===== config.mk =====
export PLATFORM = sky130hd
export DESIGN_NAME = pkt_ff_rd_ctrl
export DESIGN_NICKNAME = d
export VERILOG_FILES = /design/src/rtl/pkt_ff_rd_ctrl.sv
export SDC_FILE = /design/constraint.sdc
export NUM_CORES = 1
export LEC_CHECK = 0
export ABC_AREA = 1
export BUFFER_PORTS_ARGS = -buffer_cell sky130_fd_sc_hd__buf_2
export CORE_MARGIN = 5
export CORE_UTILIZATION = 46
export DETAILED_ROUTE_END_ITERATION = 6
export HOLD_SLACK_MARGIN = 0.03
export PLACE_DENSITY = 0.7
export SETUP_SLACK_MARGIN = 0.02
export SLEW_MARGIN = 20
export SYNTH_ARGS = -nofsm -noshare
export SYNTH_HDL_FRONTEND = slang
export SYNTH_SLANG_ARGS = --single-unit

===== constraint.sdc =====
create_clock -name clk -period 4.18 [get_ports clk]
set_input_delay 1.045 -clock clk [delete_from_list [all_inputs] [get_ports clk]]
set_output_delay 1.045 -clock clk [all_outputs]
set_load 0.02 [all_outputs]

===== src/rtl/pkt_ff_rd_ctrl.sv =====
// Read-domain control for the async packet FIFO.
// Ports:
//   clk, rst        - read clock, async active-high reset
//   wptr_gry_async  - gray write pointer, unsynchronised
//   rptr_gry        - gray read pointer (advances after rd_en)
//   rd_req, clr_err - consumer request, underflow clear
//   rd_en           - read pointer increment / RAM read
//   rd_valid        - RAM read data valid
//   empty, almost_empty, occupancy - registered status
//   underflow_err   - sticky: request seen while empty
module pkt_ff_rd_ctrl #(
    parameter int PTR_W     = 8,
    parameter int AE_THRESH = 2,
    parameter int RD_LAT    = 1
) (
    input  logic             clk,
    input  logic             rst,
    input  logic [PTR_W-1:0] wptr_gry_async,
    input  logic [PTR_W-1:0] rptr_gry,
    input  logic             rd_req,
    input  logic             clr_err,
    output logic             rd_en,
    output logic             rd_valid,
    output logic             empty,
    output logic             almost_empty,
    output logic [PTR_W-1:0] occupancy,
    output logic             underflow_err
);

    localparam logic [PTR_W-1:0] AE_LVL = PTR_W'(AE_THRESH);

    logic [PTR_W-1:0]  wsync1;
    logic [PTR_W-1:0]  wsync2;
    logic [PTR_W-1:0]  wbin;
    logic [PTR_W-1:0]  rbin;
    logic [PTR_W-1:0]  occ_nxt;
    logic [RD_LAT-1:0] pipe;

    function automatic logic [PTR_W-1:0] g2b(
        input logic [PTR_W-1:0] g
    );
        logic [PTR_W-1:0] b;
        b[PTR_W-1] = g[PTR_W-1];
        for (int i = PTR_W - 2; i >= 0; i--) begin
            b[i] = b[i+1] ^ g[i];
        end
        return b;
    endfunction

    // Plain two-flop synchroniser, nothing between stages.
    always_ff @(posedge clk or posedge rst) begin
        if (rst) begin
            wsync1 <= '0;
            wsync2 <= '0;
        end else begin
            wsync1 <= wptr_gry_async;
            wsync2 <= wsync1;
        end
    end

    assign wbin = g2b(wsync2);
    assign rbin = g2b(rptr_gry);

    assign rd_en = rd_req & ~empty;

    // rd_en is subtracted because rptr_gry only reflects
    // this read on the next cycle. Modulo wrap is intended.
    always_comb begin
        occ_nxt = wbin - rbin - PTR_W'(rd_en);
    end

    always_ff @(posedge clk or posedge rst) begin
        if (rst) begin
            occupancy    <= '0;
            empty        <= 1'b1;
            almost_empty <= 1'b1;
        end else begin
            occupancy    <= occ_nxt;
            empty        <= (occ_nxt == '0);
            almost_empty <= (occ_nxt <= AE_LVL);
        end
    end

    // RAM latency tracker.
    always_ff @(posedge clk or posedge rst) begin
        if (rst) begin
            pipe <= '0;
        end else begin
            for (int i = RD_LAT - 1; i > 0; i--) begin
                pipe[i] <= pipe[i-1];
            end
            pipe[0] <= rd_en;
        end
    end

    assign rd_valid = pipe[RD_LAT-1];

    // Set has priority over clear.
    always_ff @(posedge clk or posedge rst) begin
        if (rst) begin
            underflow_err <= 1'b0;
        end else if (rd_req && empty) begin
            underflow_err <= 1'b1;
        end else if (clr_err) begin
            underflow_err <= 1'b0;
        end
    end

endmodule

==> results.cfg, run 1 <==
[critical_path]
crit_path_end_kind = flop
crit_path_top_delay_cell = sky130_fd_sc_hd__fa_2
worstPathCellList = buf_2 > xor2_2 > xor2_2 > xor2_2 > xnor2_2 > xor2_2 > xor2_1 > nand2_1 > nand2_1 > fa_2 > fa_2 > nand2_1 > inv_1 > o21bai_1 > a21oi_1 > o21ai_1 > xor2_1 > nor2_1 > nand4_1 > nor2_1
worst_path_most_repeated_cell = sky130_fd_sc_hd__xor2_2
critical-path-max-stage-delay_ns = 0.35
critPathKind = in -> reg
worst_setup_path_start_kind = primary input
cp.required_ns = 4.44
worst-path-max-fanout = 3
cp-startpoint = rptr_gry[7]
worst-r2r-cell-count = 22
rr_startpoint = wsync2[7]
timing.rr.end = almost_empty
worstPathBufferInverterCount = 2
timing.reg2reg.setup_slack_ns = 0.83
critPathArrivalTime_ns = 4.21
cp_top_family = XOR/XNOR gates

[final_layout]
final-instance-count-excl-fill = 246
most-common-layout-cells = sky130_fd_sc_hd__inv_1, sky130_fd_sc_hd__buf_2, sky130_fd_sc_hd__nand2_1
utilization_after_layout = 0.5881
layout.cells.most_common = sky130_fd_sc_hd__inv_1
share_of_final_layout_standard_cells_stronger_than_drive_strength_1 = 0.3020
antenna_cells_inserted = 0
design_area_final_um2 = 1795
layout.nets = 235
layout.filler_cells = 299
area_growth_syn_to_layout_pct = 23.28

[die]
chipWidth_um = 66.27
core_um2 = 3053
die-area_um2 = 4391
core.rowCount = 20
initial_core_utilization = 0.4770
top_level_i_o_count = 33
fp.dieH_um = 66.27

[synth]
cell_type_with_the_highest_aggregate_area_in_the_netlist = sky130_fd_sc_hd__dfrtp_1
synth_warnings = 0
synth_top_cells_by_area = sky130_fd_sc_hd__dfrtp_1, sky130_fd_sc_hd__inv_1, sky130_fd_sc_hd__ha_1
fraction_of_post_synthesis_cell_area_in_the_top_cell_type_by_area = 0.4467
post_synth_instance_area_um2 = 1456
syn-instance-count = 155
fraction_of_the_yosys_area_taken_by_sequential_cells = 0.4828
synth_nets = 187
syn_area_per_cell_um2 = 9.396
synth-seq-cells = 28
synth.distinct_cells = 19

[clocking]
cts-root-to-sink-buffers = 2
clk_pin_slew_worst_paths_ns = 0.14
clock_latency_ns = 0.31
cts_hold_buf = 0
cell_at_the_root_of_the_clock_tree = sky130_fd_sc_hd__clkbuf_4
cts-buffers-inserted = 3
tritoncts = built
htree_levels = 1
clock-sinks = 28

[detailed_routing]
via_per_inst = 4.354
post-route-drc-count = 0
detailed_route_iter0_violations = 34
residual_antenna_violating_net_count_after_detailed_routing = 0
first_pass_iters = 3
routed_wire_length_per_instance_um = 9.386
routed-via-count = 1071
routed_wl_um = 2309

[sta]
timing.final.ws_setup_ns = 0.2352
final_max_slew_viol_count = 0
worst_slew_pin_slew_ns = 0.5467
hold_violations = 0
fin_setup_tns_ns = 0
max_freq_ghz = 0.2535
relSlewSlack = 0.6350
final_min_period_over_clock_period = 0.9437
setup_viol_count_final = 0
period_needed_ns = 3.945
finalClockSkew_ns = 0.001031
worst_hold_slack_ns = 0.3639

[placement]
place_hpwl_um = 1946
gpl.final_weighted_congestion = 0.7417
place_area_um2 = 1724
placed_cells = 238
io_buffers = 32
setup_slack_at_placement_ns = -0.2593

[global_routing]
grt_overflow = 0
number_of_antenna_violations_at_the_first_check_in_global_routing = 0
global_route_wire_length_before_repair_um = 3960
grt_start_max_net_pins = 29
grt_pass1_vias = 1037
grt_usage = 0.1165

[worst_hold_path]
hold_path_class = reg -> reg
timing.hold.worst.start = wsync1[6]
hold-path-cell-count = 0
min_to = wsync2[6]

[power]
power_leakage_nw = 1.003
totalPowerFinal_mw = 0.9530
power.density_nw_per_um2 = 530.8
vdd_ir_drop_max_mv = 0.2015

[flow_run]
maxCapViolations = 0

[status]
status = complete, no violations
-- worst max path at each step --
stage / end / slack [ns] / depth (start not counted)
finish: almost_empty / 0.24 / 20
global route: almost_empty / -0.04 / 20
CTS: empty / 0.08 / 20
detailed placement: empty / -0.26 / 20
global placement: almost_empty / -0.13 / 20
floorplan: almost_empty / 0.06 / 19
-- logic make-up (layout without fill, tap and decap cells) --
family | after synthesis | in the layout | synth area share
adders and majority gates | 12 | 12 | 0.1134
AOI/OAI and AO/OA | 9 | 9 | 0.03437
DFF | 28 | 28 | 0.4828
buffers and inverters | 35 | 82 | 0.09021
and+or+nand+nor | 59 | 59 | 0.1761
xor gates and xnor gates | 12 | 12 | 0.1031
-- per-layer routing --
metal | up-vias | global-route usage | routed length [um]
li1 | 564 | - | -
met2 | 23 | 0.2354 | 1268
met4 | 0 | 0.02284 | 7
met5 | - | 0 | 0
met1 | 482 | 0.1163 | 884
met3 | 2 | 0.03061 | 148
-- flip-flops by register name, summed over array words and instances (netlist names) --
register       count
empty              1
wsync1             8
occupancy          8
wsync2             8
underflow_err      1
almost_empty       1
rd_valid           1
-- report_power, final --
| group | internal, mW | switching, mW |
|---|---|---|
| clock | 0.0532 | 0.0731 |
| sequential | 0.323 | 0.0115 |
| combinational | 0.214 | 0.278 |
-- cell usage after synthesis (all sizes together) --
cell,count
a21oi,3
dfrtp,26
dfstp,2
fa,2
ha,10
inv,35
nand2,32
nand3,16
nand4,1
nor2,10
o21a,1
o21ai,4
o21bai,1
xnor2,4
xor2,8
-- layout make-up --
| type | instances | area, um2 | share of cell area |
|---|---|---|---|
| clock buffer | 4 | 36.28 | 0.02021 |
| timing repair buffer | 43 | 242.7 | 0.1352 |
| sequential | 28 | 703.2 | 0.3916 |
| tap | 44 | 55.05 | 0.03066 |
| inverter | 35 | 131.4 | 0.07317 |
| multi-input combinational | 92 | 626.9 | 0.3491 |
-- repair_timing --
action	in CTS	in global routing
buffers inserted	0	4
gates resized for setup	0	3
setup endpoints to repair	0	2
Note: power is estimated with default switching activity, not from simulation.
==> inputs of run 2 (changes only) <==
--- a/config.mk
+++ b/config.mk
@@ -7,7 +7,6 @@
 export LEC_CHECK = 0
 export ABC_AREA = 1
 export BUFFER_PORTS_ARGS = -buffer_cell sky130_fd_sc_hd__buf_2
-export CORE_MARGIN = 5
 export CORE_UTILIZATION = 46
 export DETAILED_ROUTE_END_ITERATION = 6
 export HOLD_SLACK_MARGIN = 0.03
==> run 2 against run 1 <==
Net effect:
- wire length up 1.8%
- worst hold slack better by 0.0029 ns
- utilization down 0.13 points
- total power up 0.13%
- register-to-register slack better by 0.02 ns
- sequential cell count unchanged
- first-iteration DRC count down 24%
- die area down 23%
- clock skew about the same
- sequential power about the same
- clock-buffer cell count unchanged
- sequential share of layout area up 0.41 points
- critical endpoint unchanged
==> results.cfg, run 2 (same netlist as run 1, synthesis figures left out) <==
[status]
status = complete, no violations

[detailed_routing]
routed-via-count = 1089
detailed_route_iter0_violations = 26
residual_antenna_violating_net_count_after_detailed_routing = 0
routed_wl_um = 2350
via_per_inst = 4.500
routed_wire_length_per_instance_um = 9.711
post-route-drc-count = 0
first_pass_iters = 4

[critical_path]
worst_setup_path_start_kind = primary input
crit_path_top_delay_cell = sky130_fd_sc_hd__fa_2
critical-path-max-stage-delay_ns = 0.35
cp.required_ns = 4.45
crit_path_end_kind = flop
cp-startpoint = rptr_gry[7]
worst-r2r-cell-count = 22
worst-path-max-fanout = 3
worstPathCellList = buf_2 > xor2_4 > xor2_2 > xor2_2 > xnor2_2 > xor2_2 > xor2_1 > nand2_1 > nand2_1 > fa_2 > fa_2 > nand2_1 > inv_1 > o21bai_1 > a21oi_1 > o21ai_1 > xor2_1 > nor2_1 > nand4_1 > nor2_1
rr_startpoint = wsync2[7]
timing.rr.end = almost_empty
critPathKind = in -> reg
critPathArrivalTime_ns = 4.23
timing.reg2reg.setup_slack_ns = 0.85

[clocking]
htree_levels = 1
cell_at_the_root_of_the_clock_tree = sky130_fd_sc_hd__clkbuf_4
tritoncts = built
cts-root-to-sink-buffers = 2
clk_pin_slew_worst_paths_ns = 0.14
clock_latency_ns = 0.32
clock-sinks = 28
cts-buffers-inserted = 3

[placement]
place_hpwl_um = 1974
io_buffers = 32
gpl.final_weighted_congestion = 0.8432
placed_cells = 237

[final_layout]
antenna_cells_inserted = 0
layout.cells.most_common = sky130_fd_sc_hd__inv_1
layout.nets = 231
utilization_after_layout = 0.5868
final-instance-count-excl-fill = 242
area_growth_syn_to_layout_pct = 21.99
largestRegisters = occupancy: 8 flops, wsync1: 8 flops, wsync2: 8 flops
layout.filler_cells = 277
share_of_final_layout_standard_cells_stronger_than_drive_strength_1 = 0.2879
most-common-layout-cells = sky130_fd_sc_hd__inv_1, sky130_fd_sc_hd__buf_2, sky130_fd_sc_hd__nand2_1

[die]
chipWidth_um = 58.27
die-area_um2 = 3395
initial_core_utilization = 0.4810
core.rowCount = 20
core_um2 = 3028
top_level_i_o_count = 33
fp.dieH_um = 58.27

[sta]
worst_slew_pin_slew_ns = 0.5578
period_needed_ns = 3.956
fin_setup_tns_ns = 0
grt_setup_unrepaired = true
final_max_slew_viol_count = 0
max_freq_ghz = 0.2528
hold_violations = 0
setup_viol_count_final = 0
finalClockSkew_ns = 0.0009669
final_min_period_over_clock_period = 0.9465
worst_hold_slack_ns = 0.3668
relSlewSlack = 0.6276

[worst_hold_path]
timing.hold.worst.start = wsync1[3]
hold_path_class = reg -> reg
hold-path-cell-count = 0
min_to = wsync2[3]

[global_routing]
global_route_wire_length_before_repair_um = 4264
grt_pass1_vias = 1089
grt_overflow = 0
grt_start_max_net_pins = 29
number_of_antenna_violations_at_the_first_check_in_global_routing = 0
grt_usage = 0.1638

[flow_run]
maxCapViolations = 0

[power]
totalPowerFinal_mw = 0.9542
power.density_nw_per_um2 = 537.1
power_leakage_nw = 0.9852
vdd_ir_drop_max_mv = 0.1916
run 2: routing by layer:
layer	global-route usage	part of all wire	routed length (um)
met5	0	0	0
met4	0.04082	0	0
met3	0.02232	0.040	95
met2	0.3350	0.58	1355
met1	0.1720	0.38	900
run 2: metrics by stage:
| stage | setup slack [ns] | cell area (um2) |
|---|---|---|
| 2_1_floorplan | 0.06359 | 1456 |
| 3_3_place_gp | -0.1299 | 1717 |
| 3_5_place_dp | -0.2970 | 1717 |
| 4_1_cts | 0.05900 | 1753 |
| 5_1_grt | -0.01866 | 1777 |
| 6_report | 0.2238 | 1777 |
run 2: timing repair:
action / in CTS / in global routing
gates resized for setup: 0 / 4
endpoints found under the setup margin: 0 / 2
buffers inserted: 0 / 1
hold buffers: 0 / 0
run 2: report_power, final:
group          switching, mW  internal, mW
logic                  0.281         0.207
clock network         0.0772        0.0533
registers             0.0118         0.323
total                  0.370         0.584
run 2: final cells by class:
| cell class | count | area (um2) | share of cell area |
|---|---|---|---|
| Sequential cell | 28 | 703.2 | 0.3958 |
| Multi-Input combinational cell | 92 | 638.1 | 0.3592 |
| Timing Repair Buffer | 39 | 212.7 | 0.1197 |
| Inverter | 35 | 131.4 | 0.07394 |
| Tap cell | 44 | 55.05 | 0.03099 |
| Clock buffer | 4 | 36.28 | 0.02042 |
run 2: worst max path at each step:
stage,to,slack (ns),depth (start not counted)
after floorplan,almost_empty,0.06,19
after global placement,almost_empty,-0.13,20
after detailed placement,empty,-0.30,20
after CTS,empty,0.06,20
after global routing,almost_empty,-0.02,20
final,almost_empty,0.22,20
run 2: worst max-delay path: cells and delay by family:
kind                     cells  cell delay (ns)
adder cells (fa/ha/maj)      2             0.70
buffers and inverters        2             0.19
XOR/XNOR                     7             1.33
AO/OA/AOI/OAI                3             0.41
AND/OR/NAND/NOR              6             0.54
==> inputs of run 3 (changes only) <==
--- a/config.mk
+++ b/config.mk
@@ -7,10 +7,10 @@
 export LEC_CHECK = 0
 export ABC_AREA = 1
 export BUFFER_PORTS_ARGS = -buffer_cell sky130_fd_sc_hd__buf_2
-export CORE_UTILIZATION = 46
+export CORE_UTILIZATION = 45
 export DETAILED_ROUTE_END_ITERATION = 6
 export HOLD_SLACK_MARGIN = 0.03
-export PLACE_DENSITY = 0.7
+export PLACE_DENSITY = 0.68
 export SETUP_SLACK_MARGIN = 0.02
 export SLEW_MARGIN = 20
 export SYNTH_ARGS = -nofsm -noshare
==> run 3 against run 2 <==
Net effect:
- clock power hardly changed
- critical path type unchanged
- design area grew 0.63%
- sequential power barely moved
- largest power group unchanged
- via count down 2.2%
==> results.cfg, run 3 (same netlist as run 1, synthesis figures left out) <==
[critical_path]
worst-r2r-cell-count = 22
critPathArrivalTime_ns = 4.18
crit_path_end_kind = flop
rr_startpoint = wsync2[7]
timing.rr.end = empty
critPathKind = in -> reg
worst-path-max-fanout = 3
cp.required_ns = 4.45
timing.reg2reg.setup_slack_ns = 0.83
worst_setup_path_start_kind = primary input

[global_routing]
grt_pass1_vias = 1066
grt_usage = 0.1633
grt_overflow = 0
grt_start_max_net_pins = 29
global_route_wire_length_before_repair_um = 4209
number_of_antenna_violations_at_the_first_check_in_global_routing = 0

[die]
chipWidth_um = 58.89
die-area_um2 = 3468
top_level_i_o_count = 33
initial_core_utilization = 0.4770
core.rowCount = 20
core_um2 = 3053
fp.dieH_um = 58.89

[sta]
hold_violations = 0
setup_viol_count_final = 0
final_min_period_over_clock_period = 0.9370
max_freq_ghz = 0.2553
period_needed_ns = 3.917
relSlewSlack = 0.6328
finalClockSkew_ns = 0.005023
worst_slew_pin_slew_ns = 0.5500
grt_setup_unrepaired = false
worst_hold_slack_ns = 0.3650
timing.final.ws_setup_ns = 0.2634
final_max_slew_viol_count = 0

[power]
totalPowerFinal_mw = 0.9586
share_of_power_burned_in_registers = 0.351
intPower_mw = 0.5893
vdd_ir_drop_max_mv = 0.2488
comb_power_share = 0.512
power.density_nw_per_um2 = 536.1
clk_pwr_share = 0.136
total_switching_power_mw = 0.3692
p_sw_frac = 0.3852
power_leakage_nw = 0.9980

[final_layout]
most-common-layout-cells = sky130_fd_sc_hd__inv_1, sky130_fd_sc_hd__buf_2, sky130_fd_sc_hd__nand2_1
layout.filler_cells = 279
area_growth_syn_to_layout_pct = 22.77
largestRegisters = occupancy: 8 flops, wsync1: 8 flops, wsync2: 8 flops
antenna_cells_inserted = 0
share_of_final_layout_standard_cells_stronger_than_drive_strength_1 = 0.2985
layout.nets = 234
layout.cells.most_common = sky130_fd_sc_hd__inv_1
utilization_after_layout = 0.5857

[worst_hold_path]
hold-path-cell-count = 0
hold_path_class = reg -> reg
timing.hold.worst.start = wsync1[7]
min_to = wsync2[7]

[clocking]
clk_pin_slew_worst_paths_ns = 0.14
cts-buffers-inserted = 3
cts-root-to-sink-buffers = 2
clock-sinks = 28
clock_latency_ns = 0.32
cell_at_the_root_of_the_clock_tree = sky130_fd_sc_hd__clkbuf_4
cts_hold_buf = 0
htree_levels = 1
tritoncts = built

[flow_run]
maxCapViolations = 0

[detailed_routing]
detailed_route_iter0_violations = 16
post-route-drc-count = 0
first_pass_iters = 4
routed-via-count = 1065
routed_wl_um = 2254
via_per_inst = 4.347
routed_wire_length_per_instance_um = 9.200
residual_antenna_violating_net_count_after_detailed_routing = 0

[placement]
place_hpwl_um = 1887
gpl.final_weighted_congestion = 0.8471
setup_slack_at_placement_ns = -0.2194
io_buffers = 32

[status]
status = complete, no violations
==> run 3: cell count changes in the layout (fill, tap and decap cells not counted), sizes merged <==
cell	change
buf	+3
==> run 3: power groups by stage <==
stage | combinational [mW] | sequential [mW] | clock [mW]
global placement | 0.461 | 0.341 | 0
floorplan | 0.267 | 0.400 | 0
CTS | 0.477 | 0.338 | 0.138
global route | 0.561 | 0.344 | 0.147
detailed placement | 0.475 | 0.344 | 0
finish | 0.491 | 0.337 | 0.131
==> run 3: final cells by class <==
cell class / instances / area (um2) / share of cell area
Tap cell: 44 / 55.05 / 0.03079
Timing Repair Buffer: 42 / 235.2 / 0.1316
Sequential cell: 28 / 703.2 / 0.3933
Multi-Input combinational cell: 92 / 626.9 / 0.3506
Inverter: 35 / 131.4 / 0.07348
Clock buffer: 4 / 36.28 / 0.02029
==> run 3: worst max-delay path by stage <==
stage	from	end	slack (ns)	cells after the start
after floorplan	rptr_gry[6]	almost_empty	0.06	19
after global placement	rptr_gry[6]	almost_empty	-0.13	20
after detailed placement	rptr_gry[6]	almost_empty	-0.22	20
after CTS	rptr_gry[6]	empty	0.13	20
after global routing	rptr_gry[7]	empty	0.03	20
final	rptr_gry[7]	empty	0.26	20
==> run 3: critical path, cell delays in order <==
cell and delay [ns]:
sky130_fd_sc_hd__buf_2 0.12, sky130_fd_sc_hd__xor2_2 0.19, sky130_fd_sc_hd__xor2_2 0.20, sky130_fd_sc_hd__xor2_2 0.20
sky130_fd_sc_hd__xnor2_2 0.25, sky130_fd_sc_hd__xor2_2 0.26, sky130_fd_sc_hd__xor2_1 0.12, sky130_fd_sc_hd__nand2_1 0.07
sky130_fd_sc_hd__nand2_1 0.06, sky130_fd_sc_hd__fa_2 0.35, sky130_fd_sc_hd__fa_2 0.35, sky130_fd_sc_hd__nand2_1 0.07
sky130_fd_sc_hd__inv_1 0.05, sky130_fd_sc_hd__o21bai_1 0.17, sky130_fd_sc_hd__a21oi_1 0.09, sky130_fd_sc_hd__o21ai_1 0.16
sky130_fd_sc_hd__xor2_1 0.10, sky130_fd_sc_hd__nor2_1 0.09, sky130_fd_sc_hd__nand4_1 0.12, sky130_fd_sc_hd__nor2_1 0.12
==> run 3: per-stage QoR <==
step	TNS, ns	instance area, um2	std cells
floorplan	0	1456	155
global placement	-0.2591	1732	239
detailed placement	-0.4589	1732	239
CTS	0	1768	243
global route	0	1788	245
finish	0	1788	245
==> run 3: per-layer routing <==
metal | share of wire | wire length [um] | vias up | GRT usage
met1 | 0.42 | 945 | 483 | 0.1807
met3 | 0.028 | 64 | 2 | 0.02637
met2 | 0.54 | 1225 | 22 | 0.3149
met5 | 0 | 0 | - | 0
met4 | 0.0084 | 19 | 0 | 0.05102
li1 | - | - | 558 | -
==> run 3: repair_timing <==
item	in CTS	in global routing
gates resized for setup	0	3
setup endpoints to repair	0	2
buffers inserted	0	2
